[src/rtl/spi_master_tx.sv]
// Pixel SPI link transmitter: serialises valid/ready words MSB-first onto spi_clk/spi_mosi,
// with a hold register so consecutive words stream without gaps, and drives the receiver reset.
module spi_master_tx #(
  parameter int BITS_PER_PIXEL = 32,
  parameter int CLK_DIV        = 2,
  parameter int SYNC_CYCLES    = 4
) (
  input  logic                      clk,
  input  logic                      reset_n,
  input  logic [BITS_PER_PIXEL-1:0] in_data,
  input  logic                      in_valid,
  output logic                      in_ready,
  output logic                      spi_clk,
  output logic                      spi_mosi,
  output logic                      spi_rst,
  output logic                      busy,
  output logic                      word_done
);

  localparam int BCW = (BITS_PER_PIXEL > 1) ? $clog2(BITS_PER_PIXEL) : 1;
  localparam int DW  = (CLK_DIV > 1)        ? $clog2(CLK_DIV)        : 1;
  localparam int SW  = (SYNC_CYCLES > 1)    ? $clog2(SYNC_CYCLES)    : 1;

  typedef enum logic [1:0] {
    S_SYNC,
    S_IDLE,
    S_LOW,
    S_HIGH
  } state_e;

  state_e                    state_q, state_d;
  logic [SW-1:0]             sync_cnt_q, sync_cnt_d;
  logic [DW-1:0]             div_cnt_q, div_cnt_d;
  logic [BCW-1:0]            bit_cnt_q, bit_cnt_d;
  logic [BITS_PER_PIXEL-1:0] shift_q, shift_d;
  logic [BITS_PER_PIXEL-1:0] hold_q, hold_d;
  logic                      hold_valid_q, hold_valid_d;
  logic                      spi_clk_q, spi_clk_d;
  logic                      spi_mosi_q, spi_mosi_d;
  logic                      spi_rst_q, spi_rst_d;
  logic                      in_ready_q, in_ready_d;
  logic                      busy_q, busy_d;
  logic                      word_done_q, word_done_d;

  always_ff @(posedge clk or negedge reset_n) begin
    if (!reset_n) begin
      state_q      <= S_SYNC;
      sync_cnt_q   <= '0;
      div_cnt_q    <= '0;
      bit_cnt_q    <= '0;
      shift_q      <= '0;
      hold_q       <= '0;
      hold_valid_q <= 1'b0;
      spi_clk_q    <= 1'b0;
      spi_mosi_q   <= 1'b0;
      spi_rst_q    <= 1'b1;
      in_ready_q   <= 1'b0;
      busy_q       <= 1'b0;
      word_done_q  <= 1'b0;
    end else begin
      state_q      <= state_d;
      sync_cnt_q   <= sync_cnt_d;
      div_cnt_q    <= div_cnt_d;
      bit_cnt_q    <= bit_cnt_d;
      shift_q      <= shift_d;
      hold_q       <= hold_d;
      hold_valid_q <= hold_valid_d;
      spi_clk_q    <= spi_clk_d;
      spi_mosi_q   <= spi_mosi_d;
      spi_rst_q    <= spi_rst_d;
      in_ready_q   <= in_ready_d;
      busy_q       <= busy_d;
      word_done_q  <= word_done_d;
    end
  end

  always_comb begin
    state_d      = state_q;
    sync_cnt_d   = sync_cnt_q;
    div_cnt_d    = div_cnt_q;
    bit_cnt_d    = bit_cnt_q;
    shift_d      = shift_q;
    hold_d       = hold_q;
    hold_valid_d = hold_valid_q;
    spi_clk_d    = spi_clk_q;
    spi_mosi_d   = spi_mosi_q;
    spi_rst_d    = spi_rst_q;
    busy_d       = busy_q;
    word_done_d  = 1'b0;

    case (state_q)
      S_SYNC: begin
        spi_rst_d = 1'b1;
        if (sync_cnt_q == SW'(SYNC_CYCLES - 1)) begin
          spi_rst_d = 1'b0;
          state_d   = S_IDLE;
        end else begin
          sync_cnt_d = sync_cnt_q + SW'(1);
        end
      end
      S_IDLE: begin
        spi_clk_d = 1'b0;
        busy_d    = 1'b0;
        if (hold_valid_q) begin
          shift_d      = hold_q;
          spi_mosi_d   = hold_q[BITS_PER_PIXEL-1];
          bit_cnt_d    = BCW'(BITS_PER_PIXEL - 1);
          div_cnt_d    = '0;
          hold_valid_d = 1'b0;
          busy_d       = 1'b1;
          state_d      = S_LOW;
        end
      end
      S_LOW: begin
        if (div_cnt_q == DW'(CLK_DIV - 1)) begin
          div_cnt_d = '0;
          spi_clk_d = 1'b1;
          state_d   = S_HIGH;
        end else begin
          div_cnt_d = div_cnt_q + DW'(1);
        end
      end
      S_HIGH: begin
        if (div_cnt_q == DW'(CLK_DIV - 1)) begin
          div_cnt_d = '0;
          spi_clk_d = 1'b0;
          if (bit_cnt_q != '0) begin
            bit_cnt_d  = bit_cnt_q - BCW'(1);
            shift_d    = shift_q << 1;
            spi_mosi_d = shift_d[BITS_PER_PIXEL-1];
            state_d    = S_LOW;
          end else begin
            word_done_d = 1'b1;
            // Reload straight from the hold register so the next word follows with no idle cycle.
            if (hold_valid_q) begin
              shift_d      = hold_q;
              spi_mosi_d   = hold_q[BITS_PER_PIXEL-1];
              bit_cnt_d    = BCW'(BITS_PER_PIXEL - 1);
              hold_valid_d = 1'b0;
              state_d      = S_LOW;
            end else begin
              spi_mosi_d = 1'b0;
              busy_d     = 1'b0;
              state_d    = S_IDLE;
            end
          end
        end else begin
          div_cnt_d = div_cnt_q + DW'(1);
        end
      end
      default: state_d = S_SYNC;
    endcase

    if (in_valid && in_ready_q) begin
      hold_d       = in_data;
      hold_valid_d = 1'b1;
    end

    in_ready_d = !hold_valid_d && (state_d != S_SYNC);
  end

  assign in_ready  = in_ready_q;
  assign spi_clk   = spi_clk_q;
  assign spi_mosi  = spi_mosi_q;
  assign spi_rst   = spi_rst_q;
  assign busy      = busy_q;
  assign word_done = word_done_q;

endmodule
[config.mk]
export PLATFORM = sky130hd
export DESIGN_NAME = spi_master_tx
export DESIGN_NICKNAME = d
export VERILOG_FILES = /design/src/rtl/spi_master_tx.sv
export SDC_FILE = /design/constraint.sdc
export NUM_CORES = 1
export LEC_CHECK = 0
export ABC_AREA = 1
export BUFFER_PORTS_ARGS = -buffer_cell sky130_fd_sc_hd__buf_2
export CORE_ASPECT_RATIO = 0.6
export CORE_MARGIN = 8
export CORE_UTILIZATION = 40
export CTS_CLUSTER_DIAMETER = 40
export DETAILED_ROUTE_END_ITERATION = 6
export SYNTH_ARGS = -nofsm -noshare
export SYNTH_HDL_FRONTEND = slang
export SYNTH_SLANG_ARGS = --single-unit
[constraint.sdc]
create_clock -name clk -period 4.35 [get_ports clk]
set_input_delay 0.435 -clock clk [delete_from_list [all_inputs] [get_ports clk]]
set_output_delay 0.435 -clock clk [all_outputs]
set_load 0.01 [all_outputs]
After elaboration in Yosys (flattened, before gate mapping)
Cells that the tools add are included.
{ "totals": {"reg_bits": 81, "input_bits": 35, "output_inout_bits": 6, "wordCells": 81} }
{ "op_classes": {"addsub": 3, "n_eq_ne": 9, "n_mux": 39, "bitwise": 1, "n_reduce_logical": 16} }
{ "op_table": {"columns": ["op", "count"], "rows": [
  ["2-to-1 mux 32 bit", 3],
  ["one-hot mux 32 bit (2 select lines)", 1],
  ["2-to-1 mux 1 bit", 19],
  ["2-to-1 mux 5 bit", 3],
  ["2-to-1 mux 2 bit", 6],
  ["inequality test 2 bit, second input constant", 5],
  ["one-hot mux 5 bit (2 select lines)", 1],
  ["one-hot mux 1 bit (2 select lines)", 4],
  ["one-hot mux 2 bit (4 select lines)", 1],
  ["== test 2 bit, second input constant", 3],
  ["AND reduction 2 bit", 3],
  ["AND reduction 3 bit", 2],
  ["nonzero test 2 bit", 3],
  ["nonzero test 5 bit", 1],
  ["subtractor 5 x 1 -> 5 bit, second input constant", 1],
  ["AND reduction 4 bit", 1],
  ["one-hot mux 1 bit (3 select lines)", 1],
  ["nonzero test 3 bit", 1],
  ["adder 2 x 1 -> 2 bit, second input constant", 1],
  ["== test 2 x 1 -> 1 bit, second input constant", 1],
  ["logical AND 1 bit", 2],
  ["logical NOT 2 bit", 1],
  ["OR reduction 2 bit", 1],
  ["adder 1 bit, second input constant", 1],
  ["other kinds (2)", 2]
]} }

Logic depth before layout (Yosys ltp)
{ "logic_depth": {"ltp_word": 7, "mapped_depth": 10, "ltp_nobuf": 10} }

Least setup slack after synthesis
No wires, ideal clock.
{ "synth_timing": {"kind": "reg2reg", "startpoint": "reg bit_cnt_q[0]", "endpoint": "reg shift_q[16]", "setup_time_ps": 120, "arrival_time_ps": 1394, "required_ps": 4230, "slack_ps": 2836, "path_stages_with_launch": 11, "n_path_buf": 1, "period_less_slack_ps": 1514, "cell_sequence": "dfrtp_1 inv_1 ha_1 inv_1 nor2_1 nand2_2 nand2_4 buf_2 nand3_1 o21ai_0 nor2_1"} }
{ "synth_via": {"elab_chain_cells": 4} }
{ "synth_rtl": {"columns": ["item", "line", "text"], "rows": [
  ["from (decl)", "34", "logic [BCW-1:0] bit_cnt_q, bit_cnt_d;"],
  ["from (signal assigned)", "64", "bit_cnt_q <= bit_cnt_d;"],
  ["nonzero test 5 bit", "127", "if (bit_cnt_q != '0) begin"],
  ["2-to-1 mux 32 bit", "127", null],
  ["2-to-1 mux 32 bit", "124", "if (div_cnt_q == DW'(CLK_DIV - 1)) begin"],
  ["one-hot mux 32 bit (2 select lines)", "91", "case (state_q)"],
  ["to (signal assigned)", "65", "shift_q <= shift_d;"],
  ["to (decl)", "35", "logic [BITS_PER_PIXEL-1:0] shift_q, shift_d;"]
]} }
No other way between the ends. The select of a mux whose other input is x is not followed.
A chain may end at the register's enable or synchronous reset.

Final worst setup path
{ "layout_timing": {"startpoint": "reg bit_cnt_q[0]", "endpoint": "reg bit_cnt_q[1]"} }
{ "layout_via": {"elab_chain_cells": 4, "word_cells_on_any_way": 5, "classes_between": "add/sub (1); mux (3); reduce/logical (1)"} }
{ "layout_rtl": {"columns": ["item", "line"], "rows": [
  ["subtractor 5 x 1 -> 5 bit / nonzero test 5 bit (equally long branches)", "128, 127"],
  ["2-to-1 mux 5 bit *", "127"],
  ["2-to-1 mux 5 bit *", "124"],
  ["one-hot mux 5 bit (2 select lines) *", "91"]
]} }
Every way passes the cells marked *; elsewhere a longest branch is shown, timed or not. The select of a mux whose other input is x is not followed.

==> impl_metrics.env <==
export IMPL_outcome="completed"
export IMPL_finalCriticalPeriod_ns=2.07
export IMPL_setup_viol=0
export IMPL_crit_required_ns=4.57
export IMPL_start_kind="flop"
export IMPL_fin_skew_ns=0.00606
export IMPL_clk_pin_slew_ns=0.06
export IMPL_hold_viol=0
export IMPL_grt_max_degree=81
export IMPL_path_max_fanout=34
export IMPL_grt_setup_unrepaired="no"
export IMPL_clkPwrFrac_pct=38.3
export IMPL_slew_viol_final=0
export IMPL_routed_wl_um=6940
export IMPL_start_util_pct=41.3
export IMPL_p_seq_share_pct=51.7
export IMPL_dr_total_vias=2474
export IMPL_drc=0
export IMPL_fmax_mhz=484
export IMPL_drtPass1Iterations=4
export IMPL_grt_first_pass_wirelength_um=11900
export IMPL_syn_inst=372
export IMPL_fin_ws_ns=2.28
export IMPL_synth_largest_area_cell="dfrtp_1"
export IMPL_fin_nets=445
export IMPL_syn_to_final_growth_pct=13.9
export IMPL_hold_slack_ns=0.267
export IMPL_crit_type="reg2reg"
export IMPL_drt_iter0_drc=125
export IMPL_synthMuxAreaShare_pct=5.10
export IMPL_synth_enable_flop_cells=0
export IMPL_leakagePower_nw=1.92
export IMPL_ir_drop_mv=0.184
export IMPL_antenna_found_initial=0
export IMPL_endpoint_kind="flop"
export IMPL_min_path_type="in2async"
export IMPL_dieArea_um2=12200
export IMPL_p_comb_share_pct=10.0
export IMPL_synth_common_cells="nor2_1 (90), dfrtp_1 (79), inv_1 (31)"
export IMPL_hpwl_um=4510
export IMPL_power_mw=1.72
export IMPL_num_rows=26
export IMPL_die_x_um=137
export IMPL_clk_latency_ns=0.34
export IMPL_ys_ff_latch=80
export IMPL_ys_seq_area_share_pct=56.7
export IMPL_gr_usage_all_layers_pct=12.5
export IMPL_synth_avg_cell_area_um2=9.50
export IMPL_synthAdderAreaFrac_pct=1.06
export IMPL_cts_buffer_depth=2
export IMPL_grt_pass1_vias=2350
export IMPL_fin_cells=523
export IMPL_ys_warn_count=0
export IMPL_power_net_switching_mw=0.397
export IMPL_antenna_cells=0
export IMPL_synth_top_area_share_pct=55.9
export IMPL_post_cts_buffers=0
export IMPL_async_flop_share_pct=100
export IMPL_slew_headroom_pct=33.0
export IMPL_synth_area_leaders="dfrtp_1 (56%), nor2_1 (9.6%), mux2_2 (5.1%)"
export IMPL_cts_tree="yes"
export IMPL_synth_most_common_cell="nor2_1"
export IMPL_grt_overflow_total=0
export IMPL_arrival_ns=2.29
export IMPL_cts_resized=0
export IMPL_switching_share_pct=23.1
export IMPL_synth_distinct_cells=30
export IMPL_min_period_over_period_pct=47.5
export IMPL_drive_above_1_share_pct=20.0
export IMPL_place_inst=508
export IMPL_synthSimpleGateAreaFrac_pct=21.1
export IMPL_maxCapViolCount=0
export IMPL_synth_compound_area_share_pct=8.92
export IMPL_detail_route_wl_per_cell_um=13.3
export IMPL_vias_per_cell=4.73
export IMPL_cts_buffers_inserted=9
export IMPL_synth_top_family_by_area="simple AND/OR/NAND/NOR gates"
export IMPL_synth_xor_area_share_pct=0.248
export IMPL_dieHeight_um=88.8
export IMPL_cts_sinks=80
export IMPL_place_gp_congestion=0.789
export IMPL_dp_slack_ns=2.24
export IMPL_io_pins=41
export IMPL_cts_htree_levels=3
export IMPL_coreArea_um2=8560
export IMPL_cts_hold_buf=0
export IMPL_worst_pin_slew_ns=1.00
export IMPL_p_per_area_nw_per_um2=427
export IMPL_synth_net_count=410
export IMPL_synth_main_ff_cell="dfrtp_1"
export IMPL_syn_area_um2=3530
export IMPL_fin_setup_tns_ns=0
export IMPL_internal_power_mw=1.32
export IMPL_port_buffers=40
export IMPL_drtAntennaViolNets=0
export IMPL_cts_root_buffer="clkbuf_16"
[through the flow]
stage               cell area [um2]  utilization, %
global route                   4030            47.1
floorplan                      3530               -
global placement               3780            44.2
finish                         4030            47.1
CTS                            4030            47.1
detailed placement             3780            44.2
[layer usage]
layer	wire length (um)	GRT usage [%]	part of all wire [%]	up-vias
li1	-	-	-	1281
met1	3660	17.2	53	1136
met2	2720	16.7	39	50
met3	510	6.35	7.3	7
met4	56	3.53	0.81	0
met5	0	0	0	-
[power groups by stage]
stage	Clock, mW	Sequential (mW)	Combinational [mW]
after floorplan	0	0.886	0.122
after global placement	0	0.896	0.168
after detailed placement	0	0.905	0.175
after CTS	0.674	0.892	0.177
after global routing	0.707	0.903	0.196
final	0.658	0.889	0.172
[worst max-delay path: stages, from the launching register on]
cell,delay [ns]
dfrtp_1,0.38
inv_1,0.11
ha_1,0.15
inv_1,0.04
nor2_1,0.15
nand2_2,0.17
nand3_4,0.32
nand2_4,0.31
o21ai_0,0.26
inv_1,0.06
[sequential cells by signal (all words and copies together), names as in the netlist]
| register | cells |
|---|---|
| spi_mosi | 1 |
| hold_q | 32 |
| in_ready | 1 |
| sync_cnt_q | 2 |
| div_cnt_q | 1 |
| bit_cnt_q | 5 |
| spi_rst | 1 |
| busy | 1 |
| spi_clk | 1 |
| state_q | 2 |
| hold_valid_q | 1 |
| word_done | 1 |
| shift_q | 31 |
[final cells by class]
class,count,area (um2)
inverter,34,134
sequential,80,2000
timing repair buffer,41,210
clock inverter,1,5.00
multi-input combinational,241,1290
clock buffer,14,244
fill,825,4530
tap,112,140
[final timing paths]
check                             start            to  slack (ns)  cells past startpoint
max                        bit_cnt_q[0]  bit_cnt_q[1]        2.28                      9
max in group asynchronous       reset_n     word_done        3.44                      1
min reg2reg                     spi_rst       spi_rst        0.47                      2
max reg2reg                bit_cnt_q[0]  bit_cnt_q[1]        2.28                      9
min in group clk            in_data[14]    hold_q[14]        0.32                      2
min                             reset_n     hold_q[5]        0.27                      1
[layout by cell type, fill, tap and decap left out, types with 4 or more instances in the layout]
cell type  instances
o21ai_1           16
a21oi_1           19
nand3_1           22
clkbuf_1           5
buf_2             39
dfrtp_1           79
mux2_2            16
nand3b_1          15
nor2_1            90
inv_1             31
nand2_1           19
clkbuf_16          9
nand2_4            4
nand2_2            4
o21ai_0           25
[kinds of logic (layout without fill, tap and decap cells)]
group           count (synthesis)  in the layout
compound gates                 62             62
xor+xnor                        1              1
simple gates                  159            159
mux                            16             16
fa+ha+maj                       3              3
flops                          80             80
buf+inv                        51             90
(Power assumes the default switching activity.)
